$ cat config.mk
export PLATFORM = sky130hd
export DESIGN_NAME = pipe_ctrl_unit
export DESIGN_NICKNAME = d
export VERILOG_FILES = /design/src/rtl/ctrl_pkg.sv /design/src/rtl/muldiv_seq.sv /design/src/rtl/pipe_ctrl_unit.sv
export SDC_FILE = /design/constraint.sdc
export NUM_CORES = 1
export LEC_CHECK = 0
export CELL_PAD_IN_SITES_DETAIL_PLACEMENT = 0
export CELL_PAD_IN_SITES_GLOBAL_PLACEMENT = 1
export CORE_MARGIN = 3
export CORE_UTILIZATION = 32
export DETAILED_ROUTE_END_ITERATION = 16
export GPL_TIMING_DRIVEN = 0
export MAX_ROUTING_LAYER = met4
export PLACE_DENSITY = 0.76
export SLEW_MARGIN = 0
export SYNTH_ARGS = -nofsm -noshare
export SYNTH_HDL_FRONTEND = slang
export SYNTH_SLANG_ARGS = --single-unit
$ cat constraint.sdc
create_clock -name clk -period 1.7 [get_ports clk]
set_clock_uncertainty 0.05 [all_clocks]
set_input_delay 0.425 -clock clk [delete_from_list [all_inputs] [get_ports clk]]
set_output_delay 0.425 -clock clk [all_outputs]
set_load 0.03 [all_outputs]
$ cat src/rtl/ctrl_pkg.sv
// Shared types for the RV32 pipelined control unit: opcodes, field enums,
// the EX control bundle and the decode function that builds it.
package ctrl_pkg;

  localparam logic [6:0] OP_LOAD   = 7'b0000011;
  localparam logic [6:0] OP_STORE  = 7'b0100011;
  localparam logic [6:0] OP_BRANCH = 7'b1100011;
  localparam logic [6:0] OP_JAL    = 7'b1101111;
  localparam logic [6:0] OP_JALR   = 7'b1100111;
  localparam logic [6:0] OP_LUI    = 7'b0110111;
  localparam logic [6:0] OP_AUIPC  = 7'b0010111;
  localparam logic [6:0] OP_OP     = 7'b0110011;
  localparam logic [6:0] OP_OPIMM  = 7'b0010011;
  localparam logic [6:0] OP_SYSTEM = 7'b1110011;
  localparam logic [6:0] F7_MULDIV = 7'b0000001;

  typedef enum logic [2:0] {
    IMM_I = 3'b000,
    IMM_S = 3'b001,
    IMM_B = 3'b010,
    IMM_J = 3'b011,
    IMM_U = 3'b100
  } imm_src_e;

  typedef enum logic [1:0] {
    WB_ALU = 2'b00,
    WB_MEM = 2'b01,
    WB_PC4 = 2'b10,
    WB_CSR = 2'b11
  } wb_sel_e;

  typedef enum logic [1:0] {
    ALU_ADD    = 2'b00,
    ALU_BRANCH = 2'b01,
    ALU_FUNCT  = 2'b10
  } alu_op_e;

  typedef enum logic {
    SEQ_IDLE = 1'b0,
    SEQ_BUSY = 1'b1
  } seq_state_e;

  typedef struct packed {
    logic     reg_write;
    logic     mem_write;
    imm_src_e imm_src;
    logic     alu_src;
    logic     alu_src_a;
    wb_sel_e  wb_sel;
    alu_op_e  alu_op;
    logic     branch;
    logic     jump;
    logic     jalr;
    logic     muldiv;
    logic     csr;
  } ctrl_t;

  typedef struct packed {
    ctrl_t ctrl;
    logic  illegal;
  } dec_t;

  // An illegal encoding yields an all-zero bundle so nothing downstream can commit.
  function automatic dec_t decode(input logic [6:0] opcode, input logic [2:0] funct3,
                                  input logic [6:0] funct7, input logic en_mext,
                                  input logic en_csr);
    dec_t d;
    d = '0;
    case (opcode)
      OP_LOAD: begin
        d.ctrl.reg_write = 1'b1;
        d.ctrl.alu_src   = 1'b1;
        d.ctrl.alu_src_a = 1'b1;
        d.ctrl.wb_sel    = WB_MEM;
      end
      OP_STORE: begin
        d.ctrl.mem_write = 1'b1;
        d.ctrl.imm_src   = IMM_S;
        d.ctrl.alu_src   = 1'b1;
        d.ctrl.alu_src_a = 1'b1;
      end
      OP_BRANCH: begin
        d.ctrl.branch  = 1'b1;
        d.ctrl.imm_src = IMM_B;
        d.ctrl.alu_op  = ALU_BRANCH;
      end
      OP_JAL: begin
        d.ctrl.reg_write = 1'b1;
        d.ctrl.jump      = 1'b1;
        d.ctrl.imm_src   = IMM_J;
        d.ctrl.alu_src   = 1'b1;
        d.ctrl.wb_sel    = WB_PC4;
      end
      OP_JALR: begin
        d.ctrl.reg_write = 1'b1;
        d.ctrl.jalr      = 1'b1;
        d.ctrl.alu_src   = 1'b1;
        d.ctrl.alu_src_a = 1'b1;
        d.ctrl.wb_sel    = WB_PC4;
      end
      OP_LUI, OP_AUIPC: begin
        d.ctrl.reg_write = 1'b1;
        d.ctrl.imm_src   = IMM_U;
        d.ctrl.alu_src   = 1'b1;
      end
      OP_OP: begin
        if ((funct7 == F7_MULDIV) && !en_mext) begin
          d.illegal = 1'b1;
        end else begin
          d.ctrl.reg_write = 1'b1;
          d.ctrl.alu_src_a = 1'b1;
          d.ctrl.alu_op    = ALU_FUNCT;
          d.ctrl.muldiv    = (funct7 == F7_MULDIV);
        end
      end
      OP_OPIMM: begin
        d.ctrl.reg_write = 1'b1;
        d.ctrl.alu_src   = 1'b1;
        d.ctrl.alu_src_a = 1'b1;
        d.ctrl.alu_op    = ALU_FUNCT;
      end
      OP_SYSTEM: begin
        // Only CSRRW/CSRRS/CSRRC (funct3 001..011) are implemented.
        if (en_csr && (funct3 != 3'b000) && (funct3[2] == 1'b0)) begin
          d.ctrl.reg_write = 1'b1;
          d.ctrl.alu_src_a = 1'b1;
          d.ctrl.wb_sel    = WB_CSR;
          d.ctrl.csr       = 1'b1;
        end else begin
          d.illegal = 1'b1;
        end
      end
      default: d.illegal = 1'b1;
    endcase
    if (d.illegal) begin
      d.ctrl = '0;
    end else begin
      d.ctrl = d.ctrl;
    end
    return d;
  endfunction

endpackage

$ cat src/rtl/muldiv_seq.sv
// MUL/DIV residency sequencer: holds busy_o for LAT-1 cycles after a
// multi-cycle instruction is loaded into EX.
module muldiv_seq
  import ctrl_pkg::*;
#(
  parameter int unsigned MUL_CYCLES = 2,
  parameter int unsigned DIV_CYCLES = 8
) (
  input  logic clk,
  input  logic rst_n,
  input  logic start_i,
  input  logic is_div_i,
  input  logic flush_i,
  output logic busy_o
);

  localparam logic [4:0] MUL_LAT = 5'(MUL_CYCLES);
  localparam logic [4:0] DIV_LAT = 5'(DIV_CYCLES);

  seq_state_e state_q, state_d;
  logic [3:0] cnt_q, cnt_d;
  logic [4:0] lat_s;

  assign lat_s = is_div_i ? DIV_LAT : MUL_LAT;

  // State and counter registers.
  always_ff @(posedge clk or negedge rst_n) begin
    if (!rst_n) begin
      state_q <= SEQ_IDLE;
      cnt_q   <= 4'd0;
    end else begin
      state_q <= state_d;
      cnt_q   <= cnt_d;
    end
  end

  // Next state: flush aborts; cnt counts down to the final busy cycle.
  always_comb begin
    state_d = state_q;
    cnt_d   = cnt_q;
    if (flush_i) begin
      state_d = SEQ_IDLE;
      cnt_d   = 4'd0;
    end else begin
      case (state_q)
        SEQ_IDLE: begin
          if (start_i && (lat_s > 5'd1)) begin
            state_d = SEQ_BUSY;
            cnt_d   = 4'(lat_s - 5'd2);
          end else begin
            state_d = SEQ_IDLE;
            cnt_d   = 4'd0;
          end
        end
        SEQ_BUSY: begin
          if (cnt_q == 4'd0) begin
            state_d = SEQ_IDLE;
            cnt_d   = 4'd0;
          end else begin
            state_d = SEQ_BUSY;
            cnt_d   = cnt_q - 4'd1;
          end
        end
        default: begin
          state_d = SEQ_IDLE;
          cnt_d   = 4'd0;
        end
      endcase
    end
  end

  // Output decode straight from the state register.
  always_comb begin
    busy_o = (state_q == SEQ_BUSY);
  end

endmodule

$ cat src/rtl/pipe_ctrl_unit.sv
// Pipelined RV32 control unit: decodes into the EX register, forwards to WB,
// and handles stall, flush and multi-cycle MUL/DIV occupancy.
module pipe_ctrl_unit
  import ctrl_pkg::*;
#(
  parameter bit          EN_MEXT    = 1'b0,
  parameter bit          EN_CSR     = 1'b0,
  parameter int unsigned MUL_CYCLES = 2,
  parameter int unsigned DIV_CYCLES = 8
) (
  input  logic       clk,
  input  logic       rst_n,
  input  logic       instr_valid_i,
  input  logic [6:0] opcode_i,
  input  logic [2:0] funct3_i,
  input  logic [6:0] funct7_i,
  input  logic       stall_i,
  input  logic       flush_i,
  output logic       ex_valid_o,
  output ctrl_t      ex_ctrl_o,
  output logic       ex_illegal_o,
  output logic       wb_valid_o,
  output logic       wb_reg_write_o,
  output logic [1:0] wb_sel_o,
  output logic       busy_o
);

  dec_t  dec_s;
  logic  busy_s;
  logic  start_s;
  logic  ex_valid_q, ex_valid_d;
  ctrl_t ex_ctrl_q, ex_ctrl_d;
  logic  ex_illegal_q, ex_illegal_d;
  logic  wb_valid_q, wb_valid_d;
  logic  wb_reg_write_q, wb_reg_write_d;
  logic  [1:0] wb_sel_q, wb_sel_d;

  // Decode of the instruction currently in the decode stage.
  always_comb begin
    dec_s = decode(opcode_i, funct3_i, funct7_i, EN_MEXT, EN_CSR);
  end

  assign start_s = !flush_i && !busy_s && !stall_i && instr_valid_i && dec_s.ctrl.muldiv;

  muldiv_seq #(
    .MUL_CYCLES(MUL_CYCLES),
    .DIV_CYCLES(DIV_CYCLES)
  ) u_seq (
    .clk     (clk),
    .rst_n   (rst_n),
    .start_i (start_s),
    .is_div_i(funct3_i[2]),
    .flush_i (flush_i),
    .busy_o  (busy_s)
  );

  // Stage update: flush, then hold (busy/stall), then normal advance.
  always_comb begin
    ex_valid_d     = ex_valid_q;
    ex_ctrl_d      = ex_ctrl_q;
    ex_illegal_d   = ex_illegal_q;
    wb_valid_d     = ex_valid_q;
    wb_reg_write_d = ex_ctrl_q.reg_write;
    wb_sel_d       = ex_ctrl_q.wb_sel;
    if (flush_i) begin
      ex_valid_d   = 1'b0;
      ex_ctrl_d    = '0;
      ex_illegal_d = 1'b0;
    end else if (busy_s || stall_i) begin
      wb_valid_d     = 1'b0;
      wb_reg_write_d = 1'b0;
      wb_sel_d       = 2'b00;
    end else if (instr_valid_i) begin
      ex_valid_d   = 1'b1;
      ex_ctrl_d    = dec_s.ctrl;
      ex_illegal_d = dec_s.illegal;
    end else begin
      ex_valid_d   = 1'b0;
      ex_ctrl_d    = '0;
      ex_illegal_d = 1'b0;
    end
  end

  // EX and WB stage registers.
  always_ff @(posedge clk or negedge rst_n) begin
    if (!rst_n) begin
      ex_valid_q     <= 1'b0;
      ex_ctrl_q      <= '0;
      ex_illegal_q   <= 1'b0;
      wb_valid_q     <= 1'b0;
      wb_reg_write_q <= 1'b0;
      wb_sel_q       <= 2'b00;
    end else begin
      ex_valid_q     <= ex_valid_d;
      ex_ctrl_q      <= ex_ctrl_d;
      ex_illegal_q   <= ex_illegal_d;
      wb_valid_q     <= wb_valid_d;
      wb_reg_write_q <= wb_reg_write_d;
      wb_sel_q       <= wb_sel_d;
    end
  end

  assign ex_valid_o     = ex_valid_q;
  assign ex_ctrl_o      = ex_ctrl_q;
  assign ex_illegal_o   = ex_illegal_q;
  assign wb_valid_o     = wb_valid_q;
  assign wb_reg_write_o = wb_reg_write_q;
  assign wb_sel_o       = wb_sel_q;
  assign busy_o         = busy_s;

endmodule

==> summary.md <==
* number of maximum-capacitance constraint violations: 0
* simple logic cell fraction of the synthesized area: 27.5%
* deepest clock path buffer count: 2
* RSZ-0062 raised after global routing: true
* Cell Area, Placed: 1590 µm²
* Async SR Flop Fraction: 100%
* antenna cell count: 0
* post-synth cell types: 38
* Hold Buf Count CTS: 0
* post-synth top area share: 51.6%
* post-synthesis area per instance: 10.4 µm²
* Post-DP HPWL: 2.07 mm
* total detailed-routing wirelength: 2.70 mm
* Std-Cell Rows: 21
* number of pins exceeding their max-slew limit in the final report: 0
* routed length per instance: 13.3 µm
* top post-synthesis cells by area: sky130_fd_sc_hd__dfrtp_1, sky130_fd_sc_hd__nand2_1, sky130_fd_sc_hd__nor2_1
* number of global-route vias before repair: 991
* drt first-iter violations: 11
* cell area after layout: 1690 µm²
* relative slew slack: 30.0%
* Die Ht: 66.3 µm
* highest metal layer with signal wires: met3
* warnings from Yosys: 0
* Slew @ Worst Pin: 1.05 ns
* Clock Root Buffer: sky130_fd_sc_hd__clkbuf_4
* number of antenna violations at the first check in global routing: 0
* post-synthesis cell count: 112
* number of sinks driven by the clock tree: 24
* cell area after technology mapping: 1160 µm²
* antenna viol nets, final: 0
* highest ir drop seen on vdd: 0.000250 V
* routed wl met2: 1.37 mm
* number of DRC violations after detailed routing: 0
* Post-synth EDFFs: 0
* net count reported at finish: 182
* fraction of layout cells with a size suffix above 1: 19.1%
* PwrDens: 602 nW/µm²
* metal3 WL: 126 µm
* dominant cell type by area after synthesis: sky130_fd_sc_hd__dfrtp_1
* wire length of the first global-routing pass: 4.56 mm
* P&R area growth vs syn: 45.4%
* violated checks: negative setup slack
* input/output buffers: 36
* proportion of synthesized area in mux cells: 0%
* final standard cell utilization of the core: 49.5%
* CTS tree: done
* final hold vios: 0
* adder and majority cell fraction of the synthesized area: 2.15%
* GR Util All Layers: 13.8%
* maximum number of pins on one net before global-route repair: 25
* post-layout worst setup margin: -0.0129 ns
* biggest fanout along the worst timing path: 5
* source-to-sink clock delay at the later pin of the worst-skew pair: 0.30 ns
* XOR/XNOR Fraction of Synth Area: 1.51%
* H-tree levels: 1
* drt via density: 5.00
* maximum cell stage delay along the critical path: 0.57 ns
* CTS buffer count: 3
* I/O pin count: 45
* Vias: 1014
* Routability Congestion: 0.831
* Critical Path RT: 1.91 ns
* Critical-path top delay cell: sky130_fd_sc_hd__or4b_4
* setup TNS: -0.0129 ns
* result of the run: finished with violations
* most frequently used cell type in the post-synthesis netlist: sky130_fd_sc_hd__dfrtp_1
* Final setup violation count: 1
* synthesized flop and latch total: 24
* shortest period the worst path allows: 1.71 ns
* most numerous cell types in the synthesized netlist: sky130_fd_sc_hd__dfrtp_1, sky130_fd_sc_hd__nand2_1, sky130_fd_sc_hd__nor2_1, sky130_fd_sc_hd__a21oi_1, sky130_fd_sc_hd__nor2b_1
* metal1 wirelength: 1.21 mm
* largest family of logic cells by synthesized area: simple AND/OR/NAND/NOR gates
* critical path type: reg2reg
* post-synthesis compound-gate area fraction: 11.5%
* leakage power: 0.000911 µW
* Final Cycle Share: 101%
* hold crit path type: in2async
* data arrival time of the critical path: 1.92 ns
* Worst setup SP type: flip-flop
* type of destination of the critical path: flip-flop
* portion of the post-synthesis area used by sequential elements: 51.6%
* drt first pass iters: 4
* flip-flop cell with the highest count after synthesis: sky130_fd_sc_hd__dfrtp_1
* ordered cell list for the critical path: or4b_4 > buf_8 > nor3_4 > buf_4 > a22o_1
* Initial Utilization: 34.1%
* grt ovf: 0
* total core area: 3420 µm²
* die area: 4400 µm²
* post-layout power: 1020 µW
* CTS clock-pin slew for the worst setup and hold paths: 0.13 ns
* achievable clock frequency: 0.584 GHz
* width of the die: 66.3 µm
## state kept, by name (all words and copies together), names as in the netlist
signal,flops
u_seq.cnt_q,4
wb_reg_write_o,1
u_seq.busy_o,1
ex_illegal_o,1
ex_ctrl_o,13
wb_sel_o,2
ex_valid_o,1
wb_valid_o,1
## critical path: cells and delay by family (launching register included)
kind | cells | cell delay, ns
buf+inv | 2 | 0.31
compound gates | 1 | 0.11
flops | 1 | 0.42
simple gates | 2 | 0.77
## placed cells by master (no fill, tap or decap), types with 3 or more instances in the layout
cell type,count
sky130_fd_sc_hd__a21oi_1,3
sky130_fd_sc_hd__dlygate4sd2_1,23
sky130_fd_sc_hd__buf_4,6
sky130_fd_sc_hd__nor3b_1,3
sky130_fd_sc_hd__inv_1,3
sky130_fd_sc_hd__clkdlybuf4s50_1,10
sky130_fd_sc_hd__clkbuf_4,3
sky130_fd_sc_hd__clkbuf_2,4
sky130_fd_sc_hd__nor2_1,8
sky130_fd_sc_hd__nand2_1,19
sky130_fd_sc_hd__nor2b_1,4
sky130_fd_sc_hd__nand3b_1,3
sky130_fd_sc_hd__dfrtp_1,23
sky130_fd_sc_hd__nand3_1,3
## layout make-up
class	count	area, µm²
tap	46	57.6
timing repair buffer	40	374
inverter	3	11.3
fill	343	1720
buffer	8	56.3
sequential	24	602
multi-input combinational	78	554
clock buffer	4	36.3
## repair_timing
action / 4_1_cts / 5_1_grt
endpoints found under the setup margin: 35 / 11
pin swaps: 7 / 6
gates resized for setup: 36 / 6
setup buffers: 2 / 1
cloned: 1 / 0
## power breakdown
| part | internal [µW] | switching [µW] |
|---|---|---|
| clock network | 131 | 163 |
| logic | 62.9 | 83.5 |
| registers | 576 | 2.70 |
| total | 770 | 249 |
## final timing paths
path | start | endpoint | slack, ns | cells after the start
hold reg to reg | u_seq.cnt_q[0] | u_seq.cnt_q[0] | 0.43 | 1
setup / recovery | u_seq.busy_o | ex_ctrl_o[7] | -0.01 | 5
setup reg to reg | u_seq.busy_o | ex_ctrl_o[7] | -0.01 | 5
min in group clk | opcode_i[3] | ex_ctrl_o[2] | 0.39 | 2
hold / removal | rst_n | wb_valid_o | 0.23 | 1
max in group asynchronous | rst_n | u_seq.busy_o | 0.67 | 1
## logic make-up after synthesis
| family | after synthesis |
|---|---|
| simple gates | 55 |
| flops | 24 |
| compound gates | 17 |
| buf+inv | 11 |
| xor+xnor | 2 |
| fa+ha+maj | 2 |
| other cells | 1 |
## through the flow
stage | std cells | hold slack [ns] | worst slack [ns]
finish | 203 | 0.234 | -0.0129
global route | 203 | 0.336 | -0.0825
CTS | 202 | 0.374 | 0.00117
detailed placement | 195 | 0.399 | -0.596
global placement | 195 | 0.397 | -0.576
floorplan | 113 | 0.0794 | 0.0300
## metal layers
metal / up-vias / track usage [%]
li1: 484 / -
met1: 502 / 17.2
met2: 28 / 23.3
met3: 0 / 1.53
met4: 0 / 4.57
met5: - / -
Note: power is estimated with default switching activity, not from simulation.
==> patch: new RTL, same settings <==
`EN_CSR`: 1'b0 -> 1'b1.
--- a/src/rtl/pipe_ctrl_unit.sv
+++ b/src/rtl/pipe_ctrl_unit.sv
@@ -4,7 +4,7 @@
   import ctrl_pkg::*;
 #(
   parameter bit          EN_MEXT    = 1'b0,
-  parameter bit          EN_CSR     = 1'b0,
+  parameter bit          EN_CSR     = 1'b1,
   parameter int unsigned MUL_CYCLES = 2,
   parameter int unsigned DIV_CYCLES = 8
 ) (
Formal check against the unedited RTL: not equivalent (a bounded check fails within 4 cycles, from zero or initial values and one cycle with rst_n low).
==> patch against the unedited design <==
Wire length grew 14%. Maximum frequency up 3.2%. Sequential power increased by 3.8%. Design area grew 14%. Area after synthesis is 13% higher. Worst setup slack improved by 0.054 ns. Final cell count up 12%. Critical endpoint is now ex_ctrl_o[10]$_DFFE_PN0P_. Highest routed layer unchanged. Global-route usage fell by 0.84 points. Sequential cell count rose by 1. Via count is 12% higher. Total power grew 11%. Register-to-register slack improved by 0.30 ns.
==> patch: results (changes against the unedited design) <==
[layout]
finalNonFillerCells=228  ; +12%
fill_cells=369  ; +7.6%
drive_above_1_share_pct=18.9  ; -0.22 points
largest_reg_flops=14  ; +1
layout.nets=205  ; +13%

[logic_synthesis]
synth.net_count=154
yosysUniqueCellTypes=46  ; +21%
ys_top_cells_by_count=25 x dfrtp_1, 20 x nand2_1, 10 x nor2_1, 9 x o21ai_0
synthCells=130  ; +16%
yosysSeqAreaShare_pct=47.6  ; -4.0 points

[min_path]
worst_hold_path_type=input pin to register

[global_route]
grtUsageTotal_pct=13.0  ; -0.84 points
grt_pass1_wl_um=5110  ; +12%

[clock_network]
cts_root_buffer=clkbuf_8
clk_pin_slew_ns=0.08  ; -0.05 ns
worst_skew_pair.late_latency_ns=0.26  ; -0.04 ns

[status]
status=complete, no violations

[power_and_ir_drop]
irDropWorstVdd_mv=0.272  ; +9.0%
leakagePower_nw=0.960  ; +5.4%

[detailed_routing]
wl_met1_um=1370  ; +13%
vias=1131  ; +12%
post_drt_wl_per_cell_um=13.5  ; +1.9%
wl_met2_um=1580  ; +16%
drt_iter0_drc=29  ; +18
wl_met3_um=143  ; +13%

[placed_design]
port_buffers=41  ; +14%
hpwlAfterDp_um=2390  ; +16%
place_ws_ns=-0.522  ; +0.0737 ns
dp_cells=219  ; +12%

[worst_setup_path]
critPathMaxFanout=6  ; +1
cp.arrival_ns=1.75  ; -0.17 ns

==> patch: final timing paths <==
kind                       slack (ns)                        end  cells after the start                startpoint
max in group asynchronous        0.24   ex_ctrl_o[6]$_DFFE_PN0P_                      1                     rst_n
hold reg to reg                  0.41   u_seq.cnt_q[0]$_DFF_PN0_                      1  u_seq.cnt_q[0]$_DFF_PN0_
setup / recovery                 0.04  ex_ctrl_o[10]$_DFFE_PN0P_                      5               funct7_i[5]
min in group asynchronous        0.70   u_seq.cnt_q[2]$_DFF_PN0_                      1                     rst_n
setup reg to reg                 0.29   ex_ctrl_o[6]$_DFFE_PN0P_                      4    u_seq.busy_o$_DFF_PN0_
hold / removal                   0.38  ex_ctrl_o[14]$_DFFE_PN0P_                      2               opcode_i[4]
==> patch: timing repair <==
action                                  in CTS  in global routing
pin swaps                                    5                  9
endpoints found under the setup margin      35                 12
buffers inserted                             4                  1
gates resized for setup                     35                 17
hold buffers                                 0                  0
==> patch: area by class of cell <==
class	instances	area, sq um	share of cell area [%]
buffer	8	56.3	2.92
clock buffer	4	45.0	2.34
inverter	5	18.8	0.974
multi-input combinational	92	703	36.5
sequential	25	626	32.5
tap	48	60.1	3.12
timing repair buffer	46	418	21.7
==> patch: critical path: stages <==
cell and delay, ns:
clkdlybuf4s50_1 0.44, nor4_4 0.34, a2bb2oi_4 0.13, o2111ai_4 0.30, o21ai_1 0.11
==> patch: logic make-up after synthesis <==
| kind of cell | Yosys count | synth area share, % |
|---|---|---|
| simple gates | 56 | 24.0 |
| compound gates | 30 | 19.0 |
| flops | 25 | 47.6 |
| buf+inv | 13 | 5.24 |
| xor+xnor | 3 | 2.00 |
| fa+ha+maj | 2 | 1.90 |
| other cells | 1 | 0.285 |
==> patch: per-layer routing <==
metal / GRT usage [%] / up-vias
li1: - / 566
met1: 16.0 / 531
met2: 21.8 / 34
met3: 2.16 / 0
met4: 3.83 / 0
met5: - / -
==> patch: power breakdown <==
| group | switching, mW | internal (mW) | leakage [nW] |
|---|---|---|---|
| Sequential | 0.00239 | 0.599 | 0.348 |
| Combinational | 0.104 | 0.0936 | 0.590 |
| Clock | 0.162 | 0.167 | 0.0228 |
==> patch: per-stage QoR <==
stage          setup TNS [ns]  hold slack, ns  util, %  instance area, sq um
5_1_grt                     0           0.378     50.7                  1930
4_1_cts              -0.00668           0.379     49.6                  1890
3_3_place_gp            -8.28           0.391     47.0                  1780
2_1_floorplan               0          0.0794        -                  1310
6_report                    0           0.382     50.7                  1930
3_5_place_dp            -9.21           0.405     47.0                  1780
